==> src/rtl/lcd_timing_pattern_gen.sv <==
// Parametrised RGB565 LCD timing generator with bar/grid/ramp/solid test patterns.
// Optional build macro LCD_PATTERN_SCROLL_EN scrolls modes 0-2 horizontally by one pixel per frame.
module lcd_timing_pattern_gen #(
  parameter int unsigned H_ACTIVE     = 800,
  parameter int unsigned H_PULSE      = 1,
  parameter int unsigned H_BP         = 46,
  parameter int unsigned H_FP         = 210,
  parameter int unsigned V_ACTIVE     = 480,
  parameter int unsigned V_PULSE      = 1,
  parameter int unsigned V_BP         = 23,
  parameter int unsigned V_FP         = 22,
  parameter bit          HS_POL       = 1'b0,
  parameter bit          VS_POL       = 1'b0,
  parameter int unsigned GRID_LOG2    = 5,
  parameter logic [15:0] SOLID_RGB565 = 16'hF800
) (
  input  logic        PixelClk,
  input  logic        Reset,
  input  logic        Enable,
  input  logic [1:0]  Mode,
  output logic        LCD_DE,
  output logic        LCD_HSYNC,
  output logic        LCD_VSYNC,
  output logic [4:0]  LCD_R,
  output logic [5:0]  LCD_G,
  output logic [4:0]  LCD_B,
  output logic        Frame_Start,
  output logic [10:0] Pix_X,
  output logic [10:0] Pix_Y
);

  localparam int unsigned H_TOTAL     = H_PULSE + H_BP + H_ACTIVE + H_FP;
  localparam int unsigned V_TOTAL     = V_PULSE + V_BP + V_ACTIVE + V_FP;
  localparam int unsigned HW          = $clog2(H_TOTAL + 1);
  localparam int unsigned VW          = $clog2(V_TOTAL + 1);
  localparam int unsigned H_ACT_START = H_PULSE + H_BP;
  localparam int unsigned H_ACT_END   = H_ACT_START + H_ACTIVE;
  localparam int unsigned V_ACT_START = V_PULSE + V_BP;
  localparam int unsigned V_ACT_END   = V_ACT_START + V_ACTIVE;
  localparam int unsigned BAR_W       = H_ACTIVE / 8;

  logic [HW-1:0] r_h_cnt;
  logic [VW-1:0] r_v_cnt;
  logic [1:0]    r_mode_q;

  logic          w_h_last;
  logic          w_v_last;
  logic          w_origin;
  logic          w_active;
  logic          w_de;
  logic [10:0]   w_x;
  logic [10:0]   w_y;
  logic [10:0]   w_x_eff;
  logic [10:0]   w_bar_idx;
  logic [2:0]    w_bar;
  logic [15:0]   w_lvl_full;
  logic [4:0]    w_lvl;
  logic [15:0]   w_rgb;

  assign w_h_last = (r_h_cnt == HW'(H_TOTAL - 1));
  assign w_v_last = (r_v_cnt == VW'(V_TOTAL - 1));
  assign w_origin = (r_h_cnt == '0) && (r_v_cnt == '0);
  assign w_active = (r_h_cnt >= HW'(H_ACT_START)) && (r_h_cnt < HW'(H_ACT_END)) &&
                    (r_v_cnt >= VW'(V_ACT_START)) && (r_v_cnt < VW'(V_ACT_END));
  assign w_de     = w_active && Enable;
  assign w_x      = 11'(r_h_cnt - HW'(H_ACT_START));
  assign w_y      = 11'(r_v_cnt - VW'(V_ACT_START));

  // Free-running raster counters; they never pause for Enable
  always_ff @(posedge PixelClk) begin
    if (Reset) begin
      r_h_cnt <= '0;
      r_v_cnt <= '0;
    end else if (w_h_last) begin
      r_h_cnt <= '0;
      r_v_cnt <= w_v_last ? '0 : r_v_cnt + VW'(1);
    end else begin
      r_h_cnt <= r_h_cnt + HW'(1);
    end
  end

  // Pattern mode only changes on a frame boundary
  always_ff @(posedge PixelClk) begin
    if (Reset) begin
      r_mode_q <= 2'd0;
    end else if (w_origin) begin
      r_mode_q <= Mode;
    end
  end

`ifdef LCD_PATTERN_SCROLL_EN
  logic [10:0] r_offset;
  logic [11:0] w_x_sum;

  // Offset steps as the counters roll into a new frame, so frame n uses offset n
  always_ff @(posedge PixelClk) begin
    if (Reset) begin
      r_offset <= '0;
    end else if (w_h_last && w_v_last) begin
      r_offset <= (r_offset == 11'(H_ACTIVE - 1)) ? 11'd0 : r_offset + 11'd1;
    end
  end

  assign w_x_sum = {1'b0, w_x} + {1'b0, r_offset};
  assign w_x_eff = (w_x_sum >= 12'(H_ACTIVE)) ? 11'(w_x_sum - 12'(H_ACTIVE)) : w_x_sum[10:0];
`else
  assign w_x_eff = w_x;
`endif

  assign w_bar_idx  = w_x_eff / 11'(BAR_W);
  assign w_bar      = (w_bar_idx > 11'd7) ? 3'd7 : w_bar_idx[2:0];
  assign w_lvl_full = {w_x_eff, 5'b0} / 16'(H_ACTIVE);
  assign w_lvl      = (w_lvl_full > 16'd31) ? 5'd31 : w_lvl_full[4:0];

  always_comb begin
    w_rgb = 16'h0000;
    case (r_mode_q)
      2'd0: begin
        case (w_bar)
          3'd0:    w_rgb = 16'hFFFF;
          3'd1:    w_rgb = 16'hFFE0;
          3'd2:    w_rgb = 16'h07FF;
          3'd3:    w_rgb = 16'h07E0;
          3'd4:    w_rgb = 16'hF81F;
          3'd5:    w_rgb = 16'hF800;
          3'd6:    w_rgb = 16'h001F;
          default: w_rgb = 16'h0000;
        endcase
      end
      2'd1: begin
        if ((w_x_eff[GRID_LOG2-1:0] == '0) || (w_y[GRID_LOG2-1:0] == '0)) begin
          w_rgb = 16'hFFFF;
        end
      end
      2'd2:    w_rgb = {w_lvl, w_lvl, w_lvl[4], w_lvl};
      default: w_rgb = SOLID_RGB565;
    endcase
  end

  // Output stage: everything leaves one clock after the counter state it describes
  always_ff @(posedge PixelClk) begin
    if (Reset) begin
      LCD_DE      <= 1'b0;
      LCD_HSYNC   <= ~HS_POL;
      LCD_VSYNC   <= ~VS_POL;
      LCD_R       <= '0;
      LCD_G       <= '0;
      LCD_B       <= '0;
      Frame_Start <= 1'b0;
      Pix_X       <= '0;
      Pix_Y       <= '0;
    end else begin
      LCD_DE      <= w_de;
      LCD_HSYNC   <= (r_h_cnt < HW'(H_PULSE)) ? HS_POL : ~HS_POL;
      LCD_VSYNC   <= (r_v_cnt < VW'(V_PULSE)) ? VS_POL : ~VS_POL;
      LCD_R       <= w_de ? w_rgb[15:11] : 5'd0;
      LCD_G       <= w_de ? w_rgb[10:5]  : 6'd0;
      LCD_B       <= w_de ? w_rgb[4:0]   : 5'd0;
      Frame_Start <= w_origin;
      Pix_X       <= w_de ? w_x : 11'd0;
      Pix_Y       <= w_de ? w_y : 11'd0;
    end
  end

endmodule
==> config.mk <==
export PLATFORM = sky130hd
export DESIGN_NAME = lcd_timing_pattern_gen
export DESIGN_NICKNAME = d
export VERILOG_FILES = /design/src/rtl/lcd_timing_pattern_gen.sv
export SDC_FILE = /design/constraint.sdc
export NUM_CORES = 1
export LEC_CHECK = 0
export CAP_MARGIN = 20
export CORE_UTILIZATION = 50
export CTS_BUF_LIST = sky130_fd_sc_hd__clkbuf_2 sky130_fd_sc_hd__clkbuf_4 sky130_fd_sc_hd__clkbuf_8
export DETAILED_ROUTE_END_ITERATION = 7
export PLACE_DENSITY_LB_ADDON = 0.1
export SKIP_CTS_REPAIR_TIMING = 1
export SYNTH_ARGS = -nofsm -noshare
export SYNTH_HDL_FRONTEND = slang
export SYNTH_SLANG_ARGS = --single-unit
export TNS_END_PERCENT = 5
==> constraint.sdc <==
create_clock -name PixelClk -period 5 [get_ports PixelClk]
set_input_delay 1 -clock PixelClk [delete_from_list [all_inputs] [get_ports PixelClk]]
set_output_delay 1 -clock PixelClk [all_outputs]
set_load 0.01 [all_outputs]
==> impl_metrics.csv <==
group,metric,value,unit
place,numPortBuffers,46,
yosys,netlist_area,4460,um^2
run_status,failed_checks,"setup timing",
drt,wl_per_cell,16.6,um
worst_setup_path,path_max_fanout,5,
global_route,grt_first_pass_wirelength,20500,um
drt,routed_wl,13000,um
finish,n_antenna_cell,0,
die,design.core.area,8680,um^2
cts,clock_path_buffers,2,
yosys,synth_seq_cells,64,
pwr,p_comb_share,13.6,%
place,finalWeightedCongestion,0.952,
finish,area_growth,36.4,%
worst_setup_path,end_kind,"flop",
min_path,hold_path_class,"flop to flop",
sta,slew_viol_final,0,
pwr,swShare,27.7,%
yosys,avgSynthCellArea,8.16,um^2
finish,seqCellArea,1290,um^2
global_route,grt_pass1_vias,4218,
worst_setup_path,cp.arrival,5.24,ns
sta,fin_ws,-0.0173,ns
global_route,gr-usage-all-layers,28.5,%
yosys,synthArstFlopShare,0,%
finish,nNetsFinal,685,
cts,cts_sinks,64,
yosys,seq_area_frac_synth,28.7,%
global_route,grt-ovfl-total,0,
sta,setup-violations-final,3,
yosys,synthesis.nets,562,
worst_setup_path,worstPathCellList,"buf_6 -> a211o_4 -> a211oi_4 -> buf_6 -> nand4b_4 -> a221oi_4 -> xnor2_2 -> nor3_4 -> mux2_4 -> nor4_4 -> nor3_2 -> a2111oi_2 -> o21a_2 -> buf_6 -> or3_4 -> a21oi_2 -> o31a_1 -> buf_6 -> a41o_1 -> o32ai_2 -> a31oi_1",
worst_setup_path,worstSetupPathType,"flop to flop",
pwr,ir_drop,0.149,mV
die,die_h,96.5,um
die,std_cell_rows,34,
drt,route.vias.total,4554,
die,ioPinCount,47,
sta,clock_skew,0.0119,ns
pwr,pwr-share-clk,37.8,%
die,start_util,51.4,%
pwr,p_sw,0.297,mW
drt,ant_nets,0,
pwr,power.total,1.07,mW
global_route,grt_max_degree,23,
finish,nFillCells,749,
cts,clkTransAtPathRegs,0.08,ns
global_route,antenna_found_initial,0,
pwr,p_int,0.775,mW
yosys,synth_warnings,0,
cts,cts-root-buf,"clkbuf_8",
sta,hold_ws,0.545,ns
worst_setup_path,cp_slowest_cell,"a2111oi_2",
die,die_w,96.5,um
sta,timing.fmax,0.199,GHz
sta,grt_setup_unrepaired,"true",
sta,fin_crit,5.02,ns
cts,h-tree-depth,3,
sta,max_slew_margin,53.5,%
sta,fin_crit_sh,100,%
drt,drtIter0Drc,185,
worst_setup_path,cp-start-kind,"flop",
run_status,status,"complete, but fails checks",
sta,finalHoldViolCount,0,
yosys,ys.flop_type,"dfxtp_1",
sta,tightest_slew,0.696,ns
worst_setup_path,crit_required,5.22,ns
worst_setup_path,max_stage_delay,0.41,ns
drt,first_pass_iters,5,
finish,layout-drive-gt1-share,28.6,%
drt,post_drt_via_cell_ratio,5.82,
drt,drc_errors,0,
die,die_area,9310,um^2
cts,clock_latency,0.34,ns
job,cap_violations,0,
worst_setup_path,path_common_cell,"buf_6",
cts,cts_tree,"built",
yosys,synth_cell_types,93,
yosys,synth_cells,547,
finish,multiInputGateArea,3260,um^2
cts,cts-buffers-inserted,9,
pwr,cellPowerDensity,176,nW/um^2
place,dp_hpwl,9780,um
yosys,synth_edf_count,0,
pwr,pwr-share-seq,48.7,%
pwr,power_leakage,2.42,nW
[per-layer routing]
layer / vias up / global-route usage [%] / share of wire (%) / routed length (um)
met5: - / 0 / 0 / 0
met4: 0 / 11.0 / 2.5 / 319
met3: 27 / 4.46 / 2.9 / 374
met2: 92 / 46.8 / 48 / 6180
met1: 2175 / 37.4 / 47 / 6080
li1: 2260 / - / - / -
[final timing paths]
kind,from,endpoint,slack (ns),cells after the start
max,r_h_cnt[7],LCD_R[0],-0.02,21
min,r_v_cnt[9],Pix_Y[10],0.55,1
max reg2reg,r_h_cnt[7],LCD_R[0],-0.02,21
min reg2reg,r_v_cnt[9],Pix_Y[10],0.55,1
[metrics by stage]
stage               worst slack, ns  cell area (um^2)  instances  util, %  setup TNS [ns]
global route                 -0.247              6090        782     70.1          -0.717
finish                      -0.0173              6090        782     70.1         -0.0339
detailed placement           -0.151              5600        760     64.5          -0.410
global placement           -0.00507              5600        760     64.5        -0.00846
floorplan                   0.00698              4470        547        -               0
CTS                          -0.200              5770        775     66.5          -0.572
[power by group through the flow]
stage	logic [mW]	clock network (mW)	registers (mW)
2_1_floorplan	0.0823	0	0.533
3_3_place_gp	0.131	0	0.532
3_5_place_dp	0.133	0	0.533
4_1_cts	0.134	0.413	0.521
5_1_grt	0.158	0.434	0.522
6_report	0.145	0.405	0.521
[registers in the layout, summed over array words and instances (netlist names)]
| register | cells |
|---|---|
| r_h_cnt | 11 |
| Pix_Y | 11 |
| LCD_DE | 1 |
| r_v_cnt | 10 |
| Frame_Start | 1 |
| r_mode_q | 2 |
| LCD_VSYNC | 1 |
| LCD_G | 5 |
| Pix_X | 11 |
| LCD_R | 5 |
| LCD_B | 5 |
| LCD_HSYNC | 1 |
[cell type report]
cell class | instances | area share [%]
sequential | 64 | 21.2
tap | 108 | 2.22
multi-input combinational | 442 | 53.5
timing repair buffer | 141 | 19.5
clock buffer | 10 | 2.26
clock inverter | 5 | 0.555
inverter | 12 | 0.740
[cells in the mapped netlist (3+ instances only)]
master / number / area share [%]
a41o_1: 3 / 0.67
nor2b_1: 5 / 0.70
nor3_1: 15 / 1.7
a31o_2: 3 / 0.59
nand3_1: 12 / 1.3
dfxtp_1: 64 / 29
nand2_1: 47 / 4.0
or4_1: 4 / 0.67
clkbuf_1: 14 / 1.2
buf_2: 10 / 1.1
o32a_1: 4 / 0.90
o21ai_0: 17 / 1.9
or3_1: 4 / 0.56
and2_1: 11 / 1.5
o31ai_1: 3 / 0.50
and3_1: 5 / 0.70
nand4_1: 6 / 0.84
nand2b_1: 6 / 0.84
o22ai_1: 5 / 0.70
mux2i_1: 8 / 1.8
a31oi_1: 6 / 0.84
nor4_1: 6 / 0.84
a21o_1: 5 / 0.84
xor2_1: 12 / 2.4
and4_1: 6 / 1.2
a22oi_1: 3 / 0.50
o211ai_1: 3 / 0.50
o21ai_1: 5 / 0.56
maj3_1: 4 / 0.90
ha_1: 10 / 2.8
xnor2_1: 26 / 5.1
a211oi_1: 7 / 1.2
nor3b_1: 4 / 0.67
or2_2: 3 / 0.42
inv_1: 11 / 0.93
o21a_1: 3 / 0.50
mux2_2: 3 / 0.76
nor2_1: 71 / 6.0
buf_1: 3 / 0.25
a21oi_1: 44 / 4.9
[worst max-delay path: cells and delay by family (launching register included)]
kind | cells | cell delay, ns
compound gates | 10 | 2.59
simple gates | 5 | 0.97
buf+inv | 4 | 0.50
mux | 1 | 0.35
flops | 1 | 0.33
xor+xnor | 1 | 0.14
[logic make-up (layout without fill, tap and decap cells)]
family / Yosys count / after routing / synth area share [%]
AO/OA/AOI/OAI: 150 / 150 / 25.3
XOR/XNOR: 39 / 39 / 7.82
adder cells (fa/ha/maj): 14 / 14 / 3.70
buffers and inverters: 41 / 168 / 3.98
flip-flops: 64 / 64 / 28.7
multiplexers: 14 / 14 / 3.50
other: 1 / 1 / 0.0840
AND/OR/NAND/NOR: 224 / 224 / 26.9
[placed cells by master (no fill, tap or decap), drive strengths merged, types with 6 or more instances in the layout]
master	Yosys	layout
o22ai	6	6
xor2	12	12
and4	6	6
nor3	16	16
nand3	12	12
buf	15	95
clkbuf	14	10
nand2b	7	7
mux2i	10	10
a21oi	45	45
ha	10	10
nand2	47	47
dfxtp	64	64
o21ai	22	22
nor4	9	9
a31oi	7	7
xnor2	27	27
nand4	6	6
inv	11	11
nor2	71	71
and2	11	11
a211oi	9	9
clkdlybuf4s50	0	46
Power figures use the tool's default switching activity.
